### config.mk
export PLATFORM = sky130hd
export DESIGN_NAME = xgmii_rx_align_flat
export DESIGN_NICKNAME = d
export VERILOG_FILES = /design/src/rtl/xgmii_rx_align_if.sv /design/src/rtl/xgmii_rx_align.sv /design/src/flat_wrapper.sv
export SDC_FILE = /design/constraint.sdc
export NUM_CORES = 1
export LEC_CHECK = 0
export BUFFER_PORTS_ARGS = -buffer_cell sky130_fd_sc_hd__buf_2
export CAP_MARGIN = 20
export CORE_MARGIN = 2
export CORE_UTILIZATION = 50
export DETAILED_ROUTE_END_ITERATION = 12
export GPL_TIMING_DRIVEN = 0
export MAX_ROUTING_LAYER = met4
export PLACE_DENSITY = 0.71
export SYNTH_ARGS = -nofsm -noshare
export SYNTH_HDL_FRONTEND = slang
export SYNTH_SLANG_ARGS = --single-unit
### constraint.sdc
create_clock -name i_xgmii_clk -period 6.7 [get_ports i_xgmii_clk]
set_clock_uncertainty 0.1 [all_clocks]
set_input_delay 1.34 -clock i_xgmii_clk [delete_from_list [all_inputs] [get_ports i_xgmii_clk]]
set_output_delay 1.34 -clock i_xgmii_clk [all_outputs]
set_load 0.02 [all_outputs]
### src/rtl/xgmii_rx_align_if.sv
// xgmii_rx_align_if: raw XGMII receive bus in, lane-7 aligned bus out.
// Signals: i_xgmii_rxd/rxc raw in; o_xgmii_rxd/rxc, o_lane4_sof, o_overlen_err out.
interface xgmii_rx_align_if;
  logic [63:0] i_xgmii_rxd;
  logic [7:0]  i_xgmii_rxc;
  logic [63:0] o_xgmii_rxd;
  logic [7:0]  o_xgmii_rxc;
  logic        o_lane4_sof;
  logic        o_overlen_err;

  modport master (
    output i_xgmii_rxd,
    output i_xgmii_rxc,
    input  o_xgmii_rxd,
    input  o_xgmii_rxc,
    input  o_lane4_sof,
    input  o_overlen_err
  );

  modport slave (
    input  i_xgmii_rxd,
    input  i_xgmii_rxc,
    output o_xgmii_rxd,
    output o_xgmii_rxc,
    output o_lane4_sof,
    output o_overlen_err
  );
endinterface

### src/rtl/xgmii_rx_align.sv
// xgmii_rx_align: moves a lane-3 SOF to lane 7 so the MAC always sees SOF in lane 7.
// Ports: i_xgmii_clk, i_xgmii_rst_n (async low), bus (slave: raw in, aligned out + pulses).
module xgmii_rx_align #(
  parameter int P_MAX_WORDS = 200
) (
  input  logic            i_xgmii_clk,
  input  logic            i_xgmii_rst_n,
  xgmii_rx_align_if.slave bus
);

  localparam logic [63:0] IDLE_D  = {8{8'h07}};
  localparam logic [63:0] ABORT_D = {8{8'hFE}};
  localparam logic [7:0]  C_S     = 8'hFB;
  localparam logic [7:0]  C_T     = 8'hFD;
  localparam int CL = $clog2(P_MAX_WORDS + 1);
  localparam int CW = (CL > 8) ? CL : 8;
  localparam logic [CW-1:0] MAXC = CW'(P_MAX_WORDS);

  typedef enum logic [1:0] {
    IDLE,
    DIRECT,
    SHIFT
  } state_t;

  logic [1:0]    rst_sync;
  logic          rst_n;

  state_t        state, state_nxt;
  logic [63:0]   prev_d;
  logic [7:0]    prev_c;
  logic [63:0]   out_d, d_nxt;
  logic [7:0]    out_c, c_nxt;
  logic          sof4, sof_nxt;
  logic          ovl, ovl_nxt;
  logic [CW-1:0] cnt, cnt_nxt;
  logic          uhc, uhc_nxt;

  logic [63:0]   sh_d, word_d;
  logic [7:0]    sh_c, word_c;
  logic          sof7, sof3, has_t;

  // Assert passes straight through; release waits two edges.
  always_ff @(posedge i_xgmii_clk or negedge i_xgmii_rst_n) begin
    if (!i_xgmii_rst_n) rst_sync <= 2'b00;
    else                rst_sync <= {rst_sync[0], 1'b1};
  end

  assign rst_n = rst_sync[1];

  assign sh_d = {prev_d[31:0], bus.i_xgmii_rxd[63:32]};
  assign sh_c = {prev_c[3:0], bus.i_xgmii_rxc[7:4]};

  assign sof7 = prev_c[7] && (prev_d[63:56] == C_S);
  assign sof3 = prev_c[3] && (prev_d[31:24] == C_S)
             && (prev_c[7:4] == 4'hF);

  always_comb begin
    word_d = prev_d;
    word_c = prev_c;
    if (state == SHIFT) begin
      word_d = sh_d;
      word_c = sh_c;
    end
  end

  always_comb begin
    has_t = 1'b0;
    for (int k = 0; k < 8; k++) begin
      if (word_c[k] && (word_d[8*k +: 8] == C_T)) has_t = 1'b1;
    end
  end

  always_comb begin
    state_nxt = state;
    d_nxt     = IDLE_D;
    c_nxt     = 8'hFF;
    sof_nxt   = 1'b0;
    ovl_nxt   = 1'b0;
    cnt_nxt   = cnt;
    unique case (state)
      IDLE: begin
        // uhc: upper half of prev_d already went out in the last shifted word
        if (sof7 && !uhc) begin
          d_nxt     = prev_d;
          c_nxt     = prev_c;
          cnt_nxt   = CW'(1);
          state_nxt = DIRECT;
        end else if (sof3) begin
          d_nxt     = sh_d;
          c_nxt     = sh_c;
          sof_nxt   = 1'b1;
          cnt_nxt   = CW'(1);
          state_nxt = SHIFT;
        end
      end
      DIRECT, SHIFT: begin
        if (cnt >= MAXC) begin
          d_nxt     = ABORT_D;
          ovl_nxt   = 1'b1;
          state_nxt = IDLE;
        end else begin
          d_nxt   = word_d;
          c_nxt   = word_c;
          cnt_nxt = cnt + CW'(1);
          if (has_t) state_nxt = IDLE;
        end
      end
      default: state_nxt = IDLE;
    endcase
    uhc_nxt = (state == SHIFT) && (state_nxt == IDLE);
  end

  always_ff @(posedge i_xgmii_clk or negedge rst_n) begin
    if (!rst_n) begin
      state  <= IDLE;
      prev_d <= IDLE_D;
      prev_c <= 8'hFF;
      out_d  <= IDLE_D;
      out_c  <= 8'hFF;
      sof4   <= 1'b0;
      ovl    <= 1'b0;
      cnt    <= '0;
      uhc    <= 1'b0;
    end else begin
      state  <= state_nxt;
      prev_d <= bus.i_xgmii_rxd;
      prev_c <= bus.i_xgmii_rxc;
      out_d  <= d_nxt;
      out_c  <= c_nxt;
      sof4   <= sof_nxt;
      ovl    <= ovl_nxt;
      cnt    <= cnt_nxt;
      uhc    <= uhc_nxt;
    end
  end

  assign bus.o_xgmii_rxd   = out_d;
  assign bus.o_xgmii_rxc   = out_c;
  assign bus.o_lane4_sof   = sof4;
  assign bus.o_overlen_err = ovl;

endmodule
### src/flat_wrapper.sv
// flat-port wrapper written by rule: the top's interface ports become plain ports
module xgmii_rx_align_flat 
#(
  parameter int P_MAX_WORDS = 200
)
  (i_xgmii_clk, i_xgmii_rst_n, bus_i_xgmii_rxd, bus_i_xgmii_rxc, bus_o_xgmii_rxd, bus_o_xgmii_rxc, bus_o_lane4_sof, bus_o_overlen_err);
  xgmii_rx_align_if bus_i ();
  input  logic i_xgmii_clk;
  input  logic i_xgmii_rst_n;
  input wire logic [$bits(bus_i.i_xgmii_rxd)-1:0] bus_i_xgmii_rxd;
  input wire logic [$bits(bus_i.i_xgmii_rxc)-1:0] bus_i_xgmii_rxc;
  output wire logic [$bits(bus_i.o_xgmii_rxd)-1:0] bus_o_xgmii_rxd;
  output wire logic [$bits(bus_i.o_xgmii_rxc)-1:0] bus_o_xgmii_rxc;
  output wire logic [$bits(bus_i.o_lane4_sof)-1:0] bus_o_lane4_sof;
  output wire logic [$bits(bus_i.o_overlen_err)-1:0] bus_o_overlen_err;
  assign bus_i.i_xgmii_rxd = bus_i_xgmii_rxd;
  assign bus_i.i_xgmii_rxc = bus_i_xgmii_rxc;
  assign bus_o_xgmii_rxd = bus_i.o_xgmii_rxd;
  assign bus_o_xgmii_rxc = bus_i.o_xgmii_rxc;
  assign bus_o_lane4_sof = bus_i.o_lane4_sof;
  assign bus_o_overlen_err = bus_i.o_overlen_err;
  xgmii_rx_align #(.P_MAX_WORDS(P_MAX_WORDS)) u_core (.i_xgmii_clk(i_xgmii_clk), .i_xgmii_rst_n(i_xgmii_rst_n), .bus(bus_i));
endmodule
* Word-level counts from Yosys, hierarchy flattened
Cells that the tools add are included.
W data, S select, Z words.
** Cells by class
- Add/sub/neg operators :: 1
- Order comparisons :: 1
- Equal/unequal tests :: 15
- Muxes and demuxes :: 32
- Reductions and logical operators :: 19
** Operator list (number)
- $mux W64 :: 4
- $pmux W64 S2 :: 1
- $eq A8 B8 Y1 const B :: 10
- $mux W8 :: 7
- $pmux W8 S2 :: 2
- $logic_and A1 B1 Y1 :: 13
- $mux W1 :: 13
- $add A8 B1 Y8 const B :: 1
- $ge A8 B8 Y1 const B :: 1
- $mux W2 :: 4
- $eq A4 B4 Y1 const B :: 1
- $logic_not A2 Y1 :: 2
- $pmux W2 S2 :: 1
- $ne A3 B1 Y1 const B :: 1
- $reduce_and A3 Y1 :: 1
- $eq A2 B1 Y1 const B :: 1
- $eq A2 B2 Y1 const B :: 1
- $ne A2 B2 Y1 const B :: 1
- $reduce_bool A2 Y1 :: 1
- $reduce_or A2 Y1 :: 1
- $logic_not A1 Y1 :: 1
** Storage, ports and cells
- Register bits after elaboration :: 159
- Input port bits :: 74

* Longest topological paths before layout
Gate-level depths: netlist of the first run.
- Depth after elaboration :: 17
- Mapped depth :: 10

* Worst setup path before layout of the first run
Ideal clock, no wire load.
- Path type :: input to register
- Start point :: input port bus_i_xgmii_rxd[53]
- End point :: register u_core.uhc
- Setup time :: 126 ps
- Arrival :: 2383 ps
- Required time :: 6474 ps
- Setup slack :: 4091 ps
- Cell stages on the path :: 5
- Cells stage by stage :: nand2_1 > o22ai_1 > a2111oi_0 > nand4_1 > o311a_1
** Between the ends
- Cells in the longest elaborated chain, start to end :: 14
** RTL lines
- start, declared :: line flat_wrapper.sv:10 : input wire logic [$bits(bus_i.i_xgmii_rxd)-1:0] bus_i_xgmii_rxd;
- $mux W64 :: line xgmii_rx_align.sv:60 : if (state == SHIFT) begin
- $eq A8 B8 Y1 :: line xgmii_rx_align.sv:69 : if (word_c[k] && (word_d[8*k +: 8] == C_T)) has_t = 1'b1;
- $logic_and A1 B1 Y1 :: line xgmii_rx_align.sv:69
- $mux W1 (6 in series) :: line xgmii_rx_align.sv:69
- $mux W2 :: line xgmii_rx_align.sv:105 : if (has_t) state_nxt = IDLE;
- $mux W2 :: line xgmii_rx_align.sv:97 : if (cnt >= MAXC) begin
- $pmux W2 S2 :: line xgmii_rx_align.sv:80 : unique case (state)
- $logic_not A2 Y1 :: line xgmii_rx_align.sv:110 : uhc_nxt = (state == SHIFT) && (state_nxt == IDLE);
- $logic_and A1 B1 Y1 :: line xgmii_rx_align.sv:110
- named net u_core.uhc_nxt :: line xgmii_rx_align.sv:36 : logic uhc, uhc_nxt;
- end signal, assigned :: line xgmii_rx_align.sv:133 : uhc <= uhc_nxt;
- end, declared :: line xgmii_rx_align.sv:36
The timed path passes the listed nets, and every way through them passes these cells.
A chain may end at the register's enable or synchronous reset.

* Final worst setup path of the first run
- Start point :: register u_core.state[0]
- End point :: register u_core.out_d[5] (netlist: u_core.bus.o_xgmii_rxd[5])
** Between the ends
- Cells in the longest elaborated chain, start to end :: 4
- Elaborated cells between the ends (all ways) :: 7
** RTL lines
- start, declared :: line xgmii_rx_align.sv:28 : state_t state, state_nxt;
- start signal, assigned :: line xgmii_rx_align.sv:125 : state <= state_nxt;
- $eq A2 B2 Y1 :: line xgmii_rx_align.sv:60, xgmii_rx_align.sv:80
- $mux W64 :: line xgmii_rx_align.sv:60
- $mux W64 :: line xgmii_rx_align.sv:97
- $pmux W64 S2 * :: line xgmii_rx_align.sv:80
- named net u_core.d_nxt[5] :: line xgmii_rx_align.sv:31 : logic [63:0] out_d, d_nxt;
- end signal, assigned :: line xgmii_rx_align.sv:128 : out_d <= d_nxt;
- end, declared :: line xgmii_rx_align.sv:31
Mark *: on every way through the listed nets, which the timed path passes. The rest lies on a longest branch.

==> results of run 1 <==
## final cells by class
cell class	instances	area share
Timing Repair Buffer	149	0.0926
Tap cell	180	0.0264
Clock buffer	24	0.0614
Multi-Input combinational cell	418	0.310
Sequential cell	159	0.476
Inverter	9	0.00396
Buffer	50	0.0239
Clock inverter	8	0.00601
## power by group
part	total, W	internal, W	switching [W]
sequential	0.00124	0.00117	0.0000721
combinational	0.000831	0.000270	0.000561
clock	0.000929	0.000546	0.000383
total	0.00301	0.00199	0.00102
## kinds of logic (layout without fill, tap and decap cells)
| family | Yosys count | in the layout | share of synthesized area |
|---|---|---|---|
| flops | 159 | 159 | 0.585 |
| other cells | 1 | 1 | 0.000540 |
| buf+inv | 59 | 240 | 0.0342 |
| simple gates | 200 | 200 | 0.139 |
| mux | 35 | 35 | 0.0560 |
| compound gates | 177 | 177 | 0.177 |
| fa+ha+maj | 5 | 5 | 0.00901 |
## worst reg2reg max path, delay by kind of cell (launching register included)
| kind | cells | cell delay, ps |
|---|---|---|
| flip-flops | 1 | 430 |
| buffers and inverters | 5 | 1490 |
| AND/OR/NAND/NOR | 1 | 90 |
| adder cells (fa/ha/maj) | 1 | 150 |
| AO/OA/AOI/OAI | 2 | 790 |
## Yosys cell counts, types with 2 or more instances
cell type and instances:
nand4b_1 12, a21oi_1 71, a221oi_1 34, mux2i_1 4
o31ai_1 3, clkbuf_1 36, ha_1 5, nor3_1 6
a22oi_1 3, or3b_2 2, nor2_1 40, o22ai_1 9
buf_2 13, o21ai_0 12, or4_1 2, o221ai_1 31
nand3b_1 7, dfstp_2 64, nand4bb_1 2, nand2_1 91
nand4_1 10, inv_1 8, and3_1 4, o311a_1 2
nand3_1 17, dfrtp_1 95, mux2_2 31
## worst paths after layout
| kind | startpoint | to | slack, ps | cells after the start |
|---|---|---|---|---|
| worst min-delay path | u_core.rst_sync[0] | u_core.rst_sync[1] | 260 | 0 |
| worst max register to register | u_core.state[0] | u_core.bus.o_xgmii_rxd[5] | 3520 | 9 |
| min in group asynchronous | u_core.rst_sync[1] | u_core.prev_c[3] | 490 | 0 |
| worst max-delay path | u_core.state[0] | u_core.bus.o_xgmii_rxd[5] | 3520 | 9 |
| max in group asynchronous | u_core.rst_sync[1] | u_core.prev_d[57] | 5330 | 2 |
| worst min register to register | u_core.rst_sync[0] | u_core.rst_sync[1] | 260 | 0 |
## routing by layer
metal / track usage / share of wire / wire length [µm]
met1: 0.422 / 0.43 / 9230
met2: 0.457 / 0.47 / 9890
met3: 0.0468 / 0.075 / 1600
met4: 0.114 / 0.024 / 509
met5: - / 0 / 0
## metrics by stage
stage          area, µm²  hold slack [ps]  worst slack, ps
2_1_floorplan       6940              231             1950
3_3_place_gp        7900              240              606
5_1_grt             8540              271             3380
4_1_cts             8540              271             3620
3_5_place_dp        7960              254             3640
6_report            8540              265             3520
## sequential cells by signal, indices dropped and copies added (netlist names)
name / count
u_core.bus.o_xgmii_rxc: 8
u_core.uhc: 1
u_core.state: 2
u_core.cnt: 8
u_core.bus.o_overlen_err: 1
u_core.bus.o_lane4_sof: 1
u_core.rst_sync: 2
u_core.prev_c: 8
u_core.bus.o_xgmii_rxd: 64
u_core.prev_d: 64
## cell usage in the layout, fill, tap and decap left out, drive strengths merged, types with 2 or more instances in the layout
| cell type | Yosys | layout |
|---|---|---|
| buf | 14 | 163 |
| dfrtp | 95 | 95 |
| nand2 | 91 | 91 |
| a21oi | 71 | 71 |
| dfstp | 64 | 64 |
| clkbuf | 36 | 60 |
| nor2 | 40 | 40 |
| a221oi | 34 | 34 |
| mux2 | 31 | 31 |
| o221ai | 31 | 31 |
| nand3 | 17 | 17 |
| nand4b | 12 | 12 |
| o21ai | 12 | 12 |
| nand4 | 10 | 10 |
| inv | 9 | 10 |
| o22ai | 9 | 9 |
| nand3b | 7 | 7 |
| nor3 | 6 | 6 |
| clkinv | 0 | 6 |
| ha | 5 | 5 |
| mux2i | 4 | 4 |
| and3 | 4 | 4 |
| o31ai | 3 | 3 |
| a22oi | 3 | 3 |
| or4 | 3 | 3 |
| nand4bb | 2 | 2 |
| o311a | 2 | 2 |
| or3b | 2 | 2 |
==> flow_summary.ini, run 1 <==
[run_status]
status = completed

[pwr]
max-vdd-ir-drop_v = 0.000233
total_power_w = 0.00301
p_leak_nw = 3.67
powerDensity_nw_per_um2 = 352

[sta]
slew_viol_final = 0
min_period_ps = 3180
min_period_over_period = 0.475
fmax_ghz = 0.314
tns_ps = 0
rsz0062_at_grt = false
slew_headroom = 0.431
hold_viol = 0
worstMarginPinSlew_ps = 853
setup_violations = 0

[yosys]
ys_ff_latch = 159
syn_inst = 636
yosysWarnings = 0
synth_edf_count = 0
synthArstFlopShare = 1.00
yosysUniqueCellTypes = 49
ys_seq_area_frac = 0.585
netlist.area_leader.share = 0.342
synthFlopType = dfrtp_1
avgSynthCellArea_um2 = 10.9
synth_area_um2 = 6940
synthesis.nets = 715
synthTopCellsByArea = dfrtp_1 34%, dfstp_2 24%, a21oi_1 5.1%, mux2_2 5.0%, nand2_1 4.9%
yosysTopAreaCell = dfrtp_1

[global_route]
grt_usage = 0.305
overflow = 0
grt_pass1_wl_um = 32500
grt_max_degree = 73
grt_pass1_vias = 5668
antenna_found_initial = 0

[placed_design]
dp_cells = 965
place.gp.congestion = 0.948
portBuffers = 147
post-dp-hpwl_um = 15700

[drt]
ant_nets = 0
wire_per_inst_um = 21.3
routed_wl_um = 21200
drt_iter0_drc = 710
via_count = 6073
drtPass1Iterations = 5
viasPerCell = 6.09
drc = 0

[cells_and_area]
fin_cells = 997
finish.utilization = 0.622
area_delta_synth_final_pct = 23.0
drive_above_1_share = 0.360
fill_cells = 1125
multi_input_area_um2 = 2650
area.sequential_um2 = 4060
nNetsFinal = 883
antenna_cells = 0

[clock_tree]
cts_tree = yes
cts_resized = 0
root_buffer = clkbuf_16
clk_latency_ps = 430
clk_pin_slew_ps = 60
holdBufCountCts = 0
post_cts_buffers = 0
cts_inserted_buffers = 17
htree_levels = 4
cts.path.max_buffers = 2
cts_sinks = 159

[run]
drv_cap = 0

[floorplanning]
core_um2 = 13700
boundaryPins = 148
die_h_um = 122
die_area_um2 = 14800
initial_core_util = 0.506
num_rows = 43
die_w_um = 122

[critical_path]
cpLargestDelayFamily = buffers and inverters
worst_ep_arrival_time_ps = 3380
start_kind = flip-flop
cp_slowest_stage_delay_ps = 480
critPathSlowestCell = clkbuf_1
required_ps = 6900
path_cells = inv_1 -> ha_1 -> clkbuf_1 -> buf_2 -> clkbuf_1 -> o22ai_1 -> buf_2 -> a221oi_1 -> nor2_1
critPathMaxFanout = 10
end_kind = flip-flop
crit_type = reg2reg
path_buf_inv = 5

[worst_hold_path]
hp-class = reg2reg
No activity file was read; power rests on OpenSTA's default activity.
==> run 2: changes to the inputs <==
CORE_UTILIZATION = 49   (was 50)
PLACE_DENSITY = 0.73   (was 0.71)
clock period = 2.6 ns   (was 6.7 ns; I/O delays follow)
==> run 2 against run 1 <==
  * Non-clock buffer count decreased by 1
  * Clock power increased to 2.7 times the previous value
  * Final cell count decreased by 0.10%
  * Largest cell class unchanged
  * Clock-buffer cell count increased by 2
  * Via count increased by 0.59%
  * Power increased to 2.6 times the previous value
  * Setup slack got worse by 3500 ps
  * Fmax increased by 23%
  * Wire length decreased by 0.98%
  * Register-to-register slack got worse by 3500 ps
  * Sequential cell count unchanged
  * Die area increased by 2.0%
==> flow_summary.ini, run 2 (synthesis results as in run 1) <==
[critical_path]
worst_ep_arrival_time_ps = 2780
end_kind = flip-flop
required_ps = 2800
crit_type = reg2reg
critPathMaxFanout = 10
start_kind = flip-flop

[drt]
drc = 0
drt_iter0_drc = 599
wire_per_inst_um = 21.1
drtPass1Iterations = 5
via_count = 6109
viasPerCell = 6.13
ant_nets = 0
routed_wl_um = 21000

[cells_and_area]
antenna_cells = 0
nNetsFinal = 882
fill_cells = 1175
final_area_um2 = 8670
mostFrequentLayoutCells = 158 x buf_2, 94 x dfrtp_1, 90 x nand2_1
final_common_cell = buf_2
fin_cells = 996
multi_input_area_um2 = 2740
area_delta_synth_final_pct = 24.9
area.sequential_um2 = 4060
finish.utilization = 0.625
drive_above_1_share = 0.385

[clock_tree]
cts_inserted_buffers = 17
root_buffer = clkbuf_16
clk_pin_slew_ps = 60
post_cts_buffers = 0
cts_sinks = 159
clk_latency_ps = 440
cts_tree = yes
htree_levels = 4
cts.path.max_buffers = 2

[global_route]
grt_usage = 0.292
antenna_found_initial = 0
overflow = 0
grt_pass1_wl_um = 31900
grt_max_degree = 78
grt_pass1_vias = 5746

[sta]
slew_viol_final = 0
min_period_ps = 2580
tns_ps = 0
slew_headroom = 0.460
rsz0062_at_grt = true
fmax_ghz = 0.387
hold_viol = 0
min_period_over_period = 0.993
worstMarginPinSlew_ps = 809
setup_violations = 0

[floorplanning]
die_area_um2 = 15100
num_rows = 43
boundaryPins = 148
initial_core_util = 0.500
core_um2 = 13900
die_w_um = 123
die_h_um = 123

[run]
drv_cap = 0

[placed_design]
place.gp.congestion = 0.966
dp_cells = 965
portBuffers = 147
dpl_cell_area_um2 = 7960
post-dp-hpwl_um = 15300

[pwr]
powerDensity_nw_per_um2 = 908
p_leak_nw = 3.73
max-vdd-ir-drop_v = 0.000559

[worst_hold_path]
hp-class = reg2async

[run_status]
status = completed
-- run 2: cell types whose count changed in the layout (fill, tap and decap cells not counted), sizes merged --
cell         before  now
buf             163  160
clkbuf           60   63
clkinv            6    3
dlygate4sd3       0    1
inv              10   11
-- run 2: what timing repair did --
action / in CTS / in global routing
hold buffers: 1 / 0
hold endpoints to repair: 2 / 0
cloned: 0 / 0
resized for setup: 7 / 24
endpoints found under the setup margin: 74 / 43
pin swaps: 0 / 2
-- run 2: stage by stage --
stage	power (W)	hold slack [ps]	worst slack (ps)
finish	0.00787	39.6	16.9
global route	0.00823	46.5	-33.1
CTS	0.00785	42.6	62.4
detailed placement	0.00535	36.5	-471
global placement	0.00531	205	-444
floorplan	0.00458	124	262
-- run 2: cell type report --
type,instances,share of cell area
flip-flops and latches,159,0.468
multi-input cells,418,0.315
repair buffers,150,0.0923
clock buffers,26,0.0651
well taps,180,0.0260
plain buffers,48,0.0247
clock inverters,6,0.00447
inverters,9,0.00389
-- run 2: power by group --
part / switching, W / leakage (nW) / internal (W) / total (W)
registers: 0.000183 / 1.89 / 0.00302 / 0.00321
logic: 0.00146 / 1.54 / 0.000722 / 0.00219
clock network: 0.000982 / 0.298 / 0.00150 / 0.00248
total: 0.00263 / 3.73 / 0.00524 / 0.00787
-- run 2: worst paths after layout --
| check | from | to | slack, ps | depth (start not counted) |
|---|---|---|---|---|
| min in group i_xgmii_clk | bus_i_xgmii_rxd[9] | u_core.prev_d[9] | 80 | 1 |
| worst max register to register | u_core.prev_c[7] | u_core.bus.o_xgmii_rxd[52] | 20 | 8 |
| max in group asynchronous | u_core.rst_sync[1] | u_core.bus.o_xgmii_rxd[42] | 1750 | 1 |
| worst min register to register | u_core.rst_sync[1] | u_core.cnt[2] | 40 | 0 |
| worst min-delay path | u_core.rst_sync[1] | u_core.cnt[2] | 40 | 0 |
| worst max-delay path | u_core.prev_c[7] | u_core.bus.o_xgmii_rxd[52] | 20 | 8 |
-- run 2: per-layer routing --
metal,track usage,part of all wire
met1,0.397,0.42
met2,0.427,0.46
met3,0.0696,0.094
met4,0.110,0.028
met5,-,0
-- run 2: critical path, stage by stage (launching register included) --
cell and delay, ps:
dfstp_2 550, nand4_1 130, or3_1 360, clkbuf_1 190, and3_1 200, buf_2 190
buf_2 230, a221oi_1 410, nor2_1 90
